$ cat src/rtl/svfloat_sched_pkg.sv
// Shared types for the float-unit scheduler: op encoding, reservation entry, op latency lookup.
// Combinational helpers only, no latency.
// No flow control lives here; the scheduler and reservation vector use these types.
package svfloat_sched_pkg;

  typedef enum logic [1:0] {
    OP_MUL = 2'd0,
    OP_DIV = 2'd1,
    OP_ADD = 2'd2,
    OP_SUB = 2'd3
  } sched_op_t;

  // Entries carry a fixed-width tag; the scheduler uses the low TAG_W bits.
  localparam int TAG_MAX = 16;

  typedef struct packed {
    logic                busy;
    sched_op_t           op;
    logic [TAG_MAX-1:0]  tag;
  } resv_entry_t;

  function automatic int op_lat(sched_op_t op, int lat_mul, int lat_div, int lat_add);
    case (op)
      OP_MUL:  return lat_mul;
      OP_DIV:  return lat_div;
      default: return lat_add;
    endcase
  endfunction

endpackage

$ cat src/rtl/svfloat_sched_resv.sv
// Writeback reservation shift register: shifts toward slot 0, claims slot LAT(op) post-shift.
// Slot 0 is the entry retiring this cycle; claims land one edge after the accept.
// slot_free reports whether the requested op's writeback slot is open; clr empties every slot.
module svfloat_sched_resv
  import svfloat_sched_pkg::*;
#(
  parameter int LAT_MUL = 2,
  parameter int LAT_DIV = 8,
  parameter int LAT_ADD = 3
) (
  input  logic               clk,
  input  logic               rst_n,
  input  logic               clr,
  input  logic               claim,
  input  sched_op_t          claim_op,
  input  logic [TAG_MAX-1:0] claim_tag,
  output logic               slot_free,
  output resv_entry_t        head
);

  localparam int MAX_MD = (LAT_MUL > LAT_DIV) ? LAT_MUL : LAT_DIV;
  localparam int MAXLAT = (MAX_MD > LAT_ADD) ? MAX_MD : LAT_ADD;
  localparam int IW     = $clog2(MAXLAT + 1);

  resv_entry_t       resv      [MAXLAT+1];
  resv_entry_t       resv_next [MAXLAT+1];
  logic [IW-1:0]     lat_idx;

  assign lat_idx = IW'(op_lat(claim_op, LAT_MUL, LAT_DIV, LAT_ADD));

  always_comb begin
    for (int i = 0; i < MAXLAT; i++) begin
      resv_next[i] = resv[i+1];
    end
    resv_next[MAXLAT] = '0;
  end

  // Checked against the post-shift view so a slot vacated this edge can be reused at once.
  assign slot_free = !resv_next[lat_idx].busy;
  assign head      = resv[0];

  always_ff @(posedge clk or negedge rst_n) begin
    if (!rst_n) begin
      for (int i = 0; i <= MAXLAT; i++) resv[i] <= '0;
    end else if (clr) begin
      for (int i = 0; i <= MAXLAT; i++) resv[i] <= '0;
    end else begin
      for (int i = 0; i <= MAXLAT; i++) begin
        if (claim && (i == int'(lat_idx)))
          resv[i] <= '{busy: 1'b1, op: claim_op, tag: claim_tag};
        else
          resv[i] <= resv_next[i];
      end
    end
  end

endmodule

$ cat src/rtl/svfloat_sched.sv
// Single-issue scheduler sharing one operand bus across mul/div/add/sub; optional SVFLOAT_SCHED_FLUSH_EN adds flush.
// Result appears LAT(op)+1 cycles after accept, one res_valid pulse per op.
// req_ready drops on a writeback-slot collision or DIV_II spacing; results have no backpressure.
module svfloat_sched
  import svfloat_sched_pkg::*;
#(
  parameter int LAT_MUL = 2,
  parameter int LAT_DIV = 8,
  parameter int LAT_ADD = 3,
  parameter int DIV_II  = 1,
  parameter int TAG_W   = 4
) (
  input  logic             clk,
  input  logic             rst_n,
`ifdef SVFLOAT_SCHED_FLUSH_EN
  input  logic             flush,
`endif
  input  logic             req_valid,
  output logic             req_ready,
  input  logic [1:0]       req_op,
  input  logic [TAG_W-1:0] req_tag,
  input  logic [31:0]      req_lhs,
  input  logic [31:0]      req_rhs,
  output logic [31:0]      op_lhs,
  output logic [31:0]      op_rhs,
  input  logic [31:0]      mul_res,
  input  logic [31:0]      div_res,
  input  logic [31:0]      add_res,
  input  logic [31:0]      sub_res,
  output logic             res_valid,
  output logic [1:0]       res_op,
  output logic [TAG_W-1:0] res_tag,
  output logic [31:0]      res_data
);

  localparam int CW = (DIV_II > 1) ? $clog2(DIV_II) : 1;

  sched_op_t   op_in;
  logic        kill;
  logic        slot_free;
  logic        div_block;
  logic        accept;
  logic [CW-1:0] div_cnt;
  resv_entry_t head;
  logic [31:0] unit_res;

  assign op_in = sched_op_t'(req_op);

`ifdef SVFLOAT_SCHED_FLUSH_EN
  assign kill = flush;
`else
  assign kill = 1'b0;
`endif

  assign div_block = (op_in == OP_DIV) && (div_cnt != '0);
  assign req_ready = rst_n && !kill && slot_free && !div_block;
  assign accept    = req_valid && req_ready;

  svfloat_sched_resv #(
    .LAT_MUL (LAT_MUL),
    .LAT_DIV (LAT_DIV),
    .LAT_ADD (LAT_ADD)
  ) u_resv (
    .clk       (clk),
    .rst_n     (rst_n),
    .clr       (kill),
    .claim     (accept),
    .claim_op  (op_in),
    .claim_tag (TAG_MAX'(req_tag)),
    .slot_free (slot_free),
    .head      (head)
  );

  always_comb begin
    unit_res = add_res;
    case (head.op)
      OP_MUL:  unit_res = mul_res;
      OP_DIV:  unit_res = div_res;
      OP_ADD:  unit_res = add_res;
      OP_SUB:  unit_res = sub_res;
      default: unit_res = add_res;
    endcase
  end

  always_ff @(posedge clk or negedge rst_n) begin
    if (!rst_n) begin
      op_lhs    <= '0;
      op_rhs    <= '0;
      div_cnt   <= '0;
      res_valid <= 1'b0;
      res_op    <= '0;
      res_tag   <= '0;
      res_data  <= '0;
    end else begin
      if (accept) begin
        op_lhs <= req_lhs;
        op_rhs <= req_rhs;
      end
      if (kill)
        div_cnt <= '0;
      else if (accept && (op_in == OP_DIV))
        div_cnt <= CW'(DIV_II - 1);
      else if (div_cnt != '0)
        div_cnt <= div_cnt - 1'b1;
      // Slot 0 retires now; its unit has had exactly LAT cycles since the operands registered.
      res_valid <= head.busy && !kill;
      if (head.busy && !kill) begin
        res_op   <= head.op;
        res_tag  <= head.tag[TAG_W-1:0];
        res_data <= unit_res;
      end
    end
  end

endmodule

$ cat config.mk
export PLATFORM = sky130hd
export DESIGN_NAME = svfloat_sched
export DESIGN_NICKNAME = d
export VERILOG_FILES = /design/src/rtl/svfloat_sched_pkg.sv /design/src/rtl/svfloat_sched_resv.sv /design/src/rtl/svfloat_sched.sv
export SDC_FILE = /design/constraint.sdc
export NUM_CORES = 1
export LEC_CHECK = 0
export ABC_AREA = 1
export ABC_CLOCK_PERIOD_IN_PS = 1200
export BUFFER_PORTS_ARGS = -buffer_cell sky130_fd_sc_hd__buf_2
export CAP_MARGIN = 20
export CORE_MARGIN = 2
export CORE_UTILIZATION = 43
export DETAILED_ROUTE_END_ITERATION = 6
export GPL_ROUTABILITY_DRIVEN = 1
export PLACE_DENSITY = 0.77
export SKIP_LAST_GASP = 1
export SLEW_MARGIN = 10
export SYNTH_ARGS = -nofsm -noshare
export SYNTH_HDL_FRONTEND = slang
export SYNTH_SLANG_ARGS = --single-unit
$ cat constraint.sdc
create_clock -name clk -period 1.2 [get_ports clk]
set_clock_uncertainty 0.05 [all_clocks]
set_input_delay 0.18 -clock clk [delete_from_list [all_inputs] [get_ports clk]]
set_output_delay 0.18 -clock clk [all_outputs]
set_load 0.02 [all_outputs]
Word level (Yosys, flattened, before mapping)
Cells that the tools add are included.

$add $sub $neg: 1. $lt $le $gt $ge: 1. Eq/ne operators: 12. Muxes and demuxes: 16. Bitwise gates (word level): 1. Reductions and logical operators: 19.

Operators with widths (number): 19-bit two-way mux (11); 32-bit case mux with 4 select lines (1); 19-bit binary-select mux with 4-bit select (1); 4-bit equality test, first input constant (5); 1-bit logical AND (14); 3-bit by 4-bit equality test with 1-bit output, first input constant (2); 4-bit case mux with 2 select lines (1); 5-bit >= comparator, second input constant (1); 4-bit inverter with 5-bit output (1); 2-bit by 1-bit equality test with 1-bit output, second input constant (2); 2-bit equality test, second input constant (2); 2-bit by 4-bit equality test with 1-bit output, first input constant (1); 2-bit logical NOT (2); 4-bit logical NOT (1); 1-bit logical NOT (2); 1-bit two-way mux (2); 1-bit subtractor, second input constant (1).

Bits in registers: 263. Output and inout bits: 104. Logic and storage cells: 84.

Depth between registers and ports, before layout
Depth after elaboration: 12. Depth in mapped cells: 8. Gate-level depth less buffers: 6.

Modules after synthesis
A second synthesis with hierarchy kept.

Cell total of the unflattened synthesis: 1263. Area, all modules: 11090.6 sq um.

By module, submodules not included: svfloat_sched_resv (times used 1, cells each 613, area each 6174.7 sq um); svfloat_sched (times used 1, cells each 650, area each 4916.0 sq um).

Worst setup path after synthesis
No wires, ideal clock.

Path kind: register to register. Start point: register u_resv.resv, in the netlist u_resv.head[17]. End point: register res_data[26]. Data arrival time: 1.133 ns. Setup slack: -0.049 ns. Stages on the path, launching flop included: 8. Path buffers: 2. Period minus slack after synthesis: 1.249 ns. Cells stage by stage: dfrtp_1 inv_1 clkbuf_1 buf_2 o21ai_0 nand3_1 nand2_1 nand2_1.

Longest elaborated chain between the ends: 2. Elaborated cells between the ends (all ways): 5.

RTL lines: from (decl) (RTL line svfloat_sched_resv.sv:25) `resv_entry_t resv [MAXLAT+1];`; from (signal, indexed assignment) (RTL line svfloat_sched_resv.sv:50) `resv[i] <= '{busy: 1'b1, op: claim_op, tag: claim_tag};`; from (signal, indexed assignment) (RTL line svfloat_sched_resv.sv:52) `resv[i] <= resv_next[i];`; 2-bit equality test (tied with other cells) (RTL line svfloat_sched.sv:76) `case (head.op)`; 32-bit case mux with 4 select lines * (RTL line svfloat_sched.sv:76); to (signal assigned) (RTL line svfloat_sched.sv:110) `res_data <= unit_res;`; to (decl) (RTL line svfloat_sched.sv:33) `output logic [31:0] res_data`.

Every way passes the cells marked *; elsewhere a longest branch is shown, timed or not. A chain may end at the register's enable or synchronous reset.

Worst setup path in the final report
Start point: register u_resv.resv[94] (netlist name). End point: register op_rhs[15].

Longest elaborated chain between the ends: 7.

RTL lines: 19-bit binary-select mux with 4-bit select (RTL line svfloat_sched_resv.sv:39) `assign slot_free = !resv_next[lat_idx].busy;`; 19-bit two-way mux (not written as such) (2 in a row) (RTL line svfloat_sched_resv.sv:39); 1-bit logical NOT (RTL line svfloat_sched_resv.sv:39); 1-bit logical AND (2 in a row) (RTL line svfloat_sched.sv:56) `assign req_ready = rst_n && !kill && slot_free && !div_block;`; 1-bit logical AND (RTL line svfloat_sched.sv:57) `assign accept = req_valid && req_ready;`; to (signal assigned) (RTL line svfloat_sched.sv:97) `op_rhs <= req_rhs;`; to (decl) (RTL line svfloat_sched.sv:25) `output logic [31:0] op_rhs,`.

Every way passes these cells. The select of a mux whose other input is x is not followed.

==> impl_results.md <==
* Crit path max fanout at 16
* Post-Place Worst Slack at -0.2368 ns
* Worst endpoint required time at 1.46 ns
* Setup crit end kind: flip-flop
* Clk buf depth at 2
* Cell variety after synth at 17
* Mapped Area at 6809 sq um
* Failing checks: design-rule violations, negative setup slack
* Vias at 8,098
* Critical Path Source: u_resv.resv[94]$_DFF_PN0_
* Initial drt markers at 821
* Cell with the most instances after synthesis: nand2_1
* Die Area at 16,860 sq um
* Global-route wire length before repair at 40,140 um
* Clock Latency Late Sink at 0.43 ns
* Die width at 129.8 um
* # fillers at 857
* Largest net degree at the start of global routing at 62
* Setup violations, final at 178
* Hold Slack at 0.01871 ns
* Layout area overhead at 78.65%
* First-pass DRT Iterations at 7
* Via density at 5.505
* Share of the synthesized area in the top cell type at 0.6101
* Placed insts at 1,276
* Leakage power at 6.535 nW
* Layout Cells excl Fill at 1,471
* Layout cells sized above 1 at 0.4642
* Overall Global Routing Usage at 0.3175
* Max_cap viols at 0
* Max incr delay on CP at 0.42 ns
* Setup ws final at -0.4567 ns
* Core Rows at 45
* Initial antenna violation count at 1
* Period utilization at 1.381
* Worst hold start: add_res[8]
* I/O Buffers at 304
* Core box area at 15,310 sq um
* Max Clock Freq at 603.6 MHz
* Wirelength, routed at 31,880 um
* Mapped Avg Cell Area at 8.630 sq um
* Final hold violation count at 0
* Pwr Density at 1484 nW/um^2
* GRT overflow at 0
* # IOs at 305
* Clock period minus worst slack at 1.657 ns
* Initial Util at 0.4446
* Antenna viol nets, final at 0
* Max VDD drop at 0.9896 mV
* Nets at 1,446
* Yosys top cell by area: dfrtp_1
* Slew Limit Fails at 0
* Crit-path most repeated cell: nand2_1
* Worst Hold Class: in2reg
* Synth top area cells: dfrtp_1, nand2_1, nand3_1, inv_1, o21ai_0
* GP Congestion at 0.9249
* Critical path's slowest cell: dfrtp_1
* Worst R2R Start: u_resv.resv[94]$_DFF_PN0_
* Outcome: finished with violations
* DR WL/cell at 21.67 um
* Most frequent cells after synthesis: nand2_1, dfrtp_1, nand3_1
* Clock transition at path regs at 0.08 ns
* Number of CTS-inserted buffers at 17
* Die H at 129.8 um
* Unrepaired setup endpoints after global routing: true
* Overall Power at 18.05 mW
* Util after Layout at 0.7943
* CTS tree: yes
* Post-synth EDFFs at 0
* Vias in the first global route at 7,513
* Setup Crit Path Kind: reg2reg
* Top FF cell, synth: dfrtp_1
* CTS root buffer: clkbuf_16
* H-tree depth at 4
* Synth warnings at 0
* Dpl hpwl at 14,180 um
* Yosys reg bits at 166
* Residual DRC at 4
* Crit path DAT at 1.92 ns
* CP Cell Sequence: nand2_2 -> nand2_4 -> a21oi_4 -> buf_6 -> nand2_8 -> buf_16 -> nand2_1 -> nand2_1
* Synth async-reset ratio at 1.000
* Syn_nets at 990
* CTS sink cnt at 166
* Instance count of the mapped netlist at 789
* CP startpoint kind: flip-flop
* Sequential fraction of the synthesis area at 0.6101
[layer usage]
layer | track usage | share of wire
met1 | 0.3581 | 0.34
met2 | 0.5334 | 0.48
met3 | 0.08979 | 0.11
met4 | 0.1992 | 0.071
met5 | 0 | 0
[repair_timing]
item / in CTS / in global routing
endpoints found under the hold margin: 90 / 0
hold buffers: 69 / 0
pin swaps: 33 / 45
cloned: 13 / 3
resized for setup: 270 / 151
setup endpoints to repair: 213 / 218
setup buffers: 31 / 55
[path summary, 6_finish.rpt]
path                                               to  slack, ns  depth (start not counted)
setup / recovery               op_rhs[15]$_DFFE_PN0P_      -0.46                          8
max in group asynchronous   u_resv.head[17]$_DFF_PN0_       0.14                          4
setup reg to reg               op_rhs[15]$_DFFE_PN0P_      -0.46                          8
hold reg to reg            u_resv.resv[150]$_DFF_PN0_       0.28                          0
hold / removal                res_data[8]$_DFFE_PN0P_       0.02                          5
min in group asynchronous    u_resv.resv[2]$_DFF_PN0_       0.25                          3
[cells by family after synthesis]
group,Yosys count,synth area share
flip-flops,166,0.6101
buffers and inverters,108,0.06909
AND/OR/NAND/NOR,447,0.2705
AO/OA/AOI/OAI,67,0.04980
other,1,0.0005507
[placed cells by master, fill, tap and decap left out, drive strengths merged, types with 2 or more instances in the layout]
master and count:
a21oi 33, buf 424, clkbuf 20, clkinv 6, clkinvlp 2, dfrtp 166, diode 2, dlygate4sd3 69
inv 55, nand2 330, nand3 97, nand4 11, nor2 9, o21ai 34
[stage by stage]
step / setup TNS [ns] / instance area, sq um
final: -37.56 / 12160
after global routing: -44.65 / 12160
after CTS: -26.30 / 11420
after detailed placement: -17.06 / 8695
after global placement: -9.284 / 8695
after floorplan: -3.350 / 6825
[cell type report]
type,instances,area [sq um],area share
Clock inverter,15,202.7,0.01666
Multi-Input combinational cell,515,2701,0.2221
Sequential cell,166,4156,0.3417
Clock buffer,17,425.4,0.03497
Antenna cell,2,5.005,0.0004114
Tap cell,211,264.0,0.02170
Timing Repair Buffer,496,4208,0.3459
Inverter,49,201.4,0.01656
[power breakdown]
group	switching, mW	internal [mW]	total (mW)
Sequential	0.616	6.26	6.88
Combinational	2.77	2.63	5.40
Clock	2.73	3.04	5.76
Total	6.11	11.9	18.0
[state kept, by name, summed over array words and instances (netlist names)]
signal       count
op_rhs          32
op_lhs          32
u_resv.head      7
res_tag          4
res_valid        1
u_resv.resv     56
res_op           2
res_data        32
[critical path, delay by kind of cell (launching register included)]
kind | cells | cell delay, ns
compound gates | 1 | 0.15
buf+inv | 2 | 0.40
flops | 1 | 0.42
simple gates | 5 | 0.50
(Power assumes the default switching activity.)
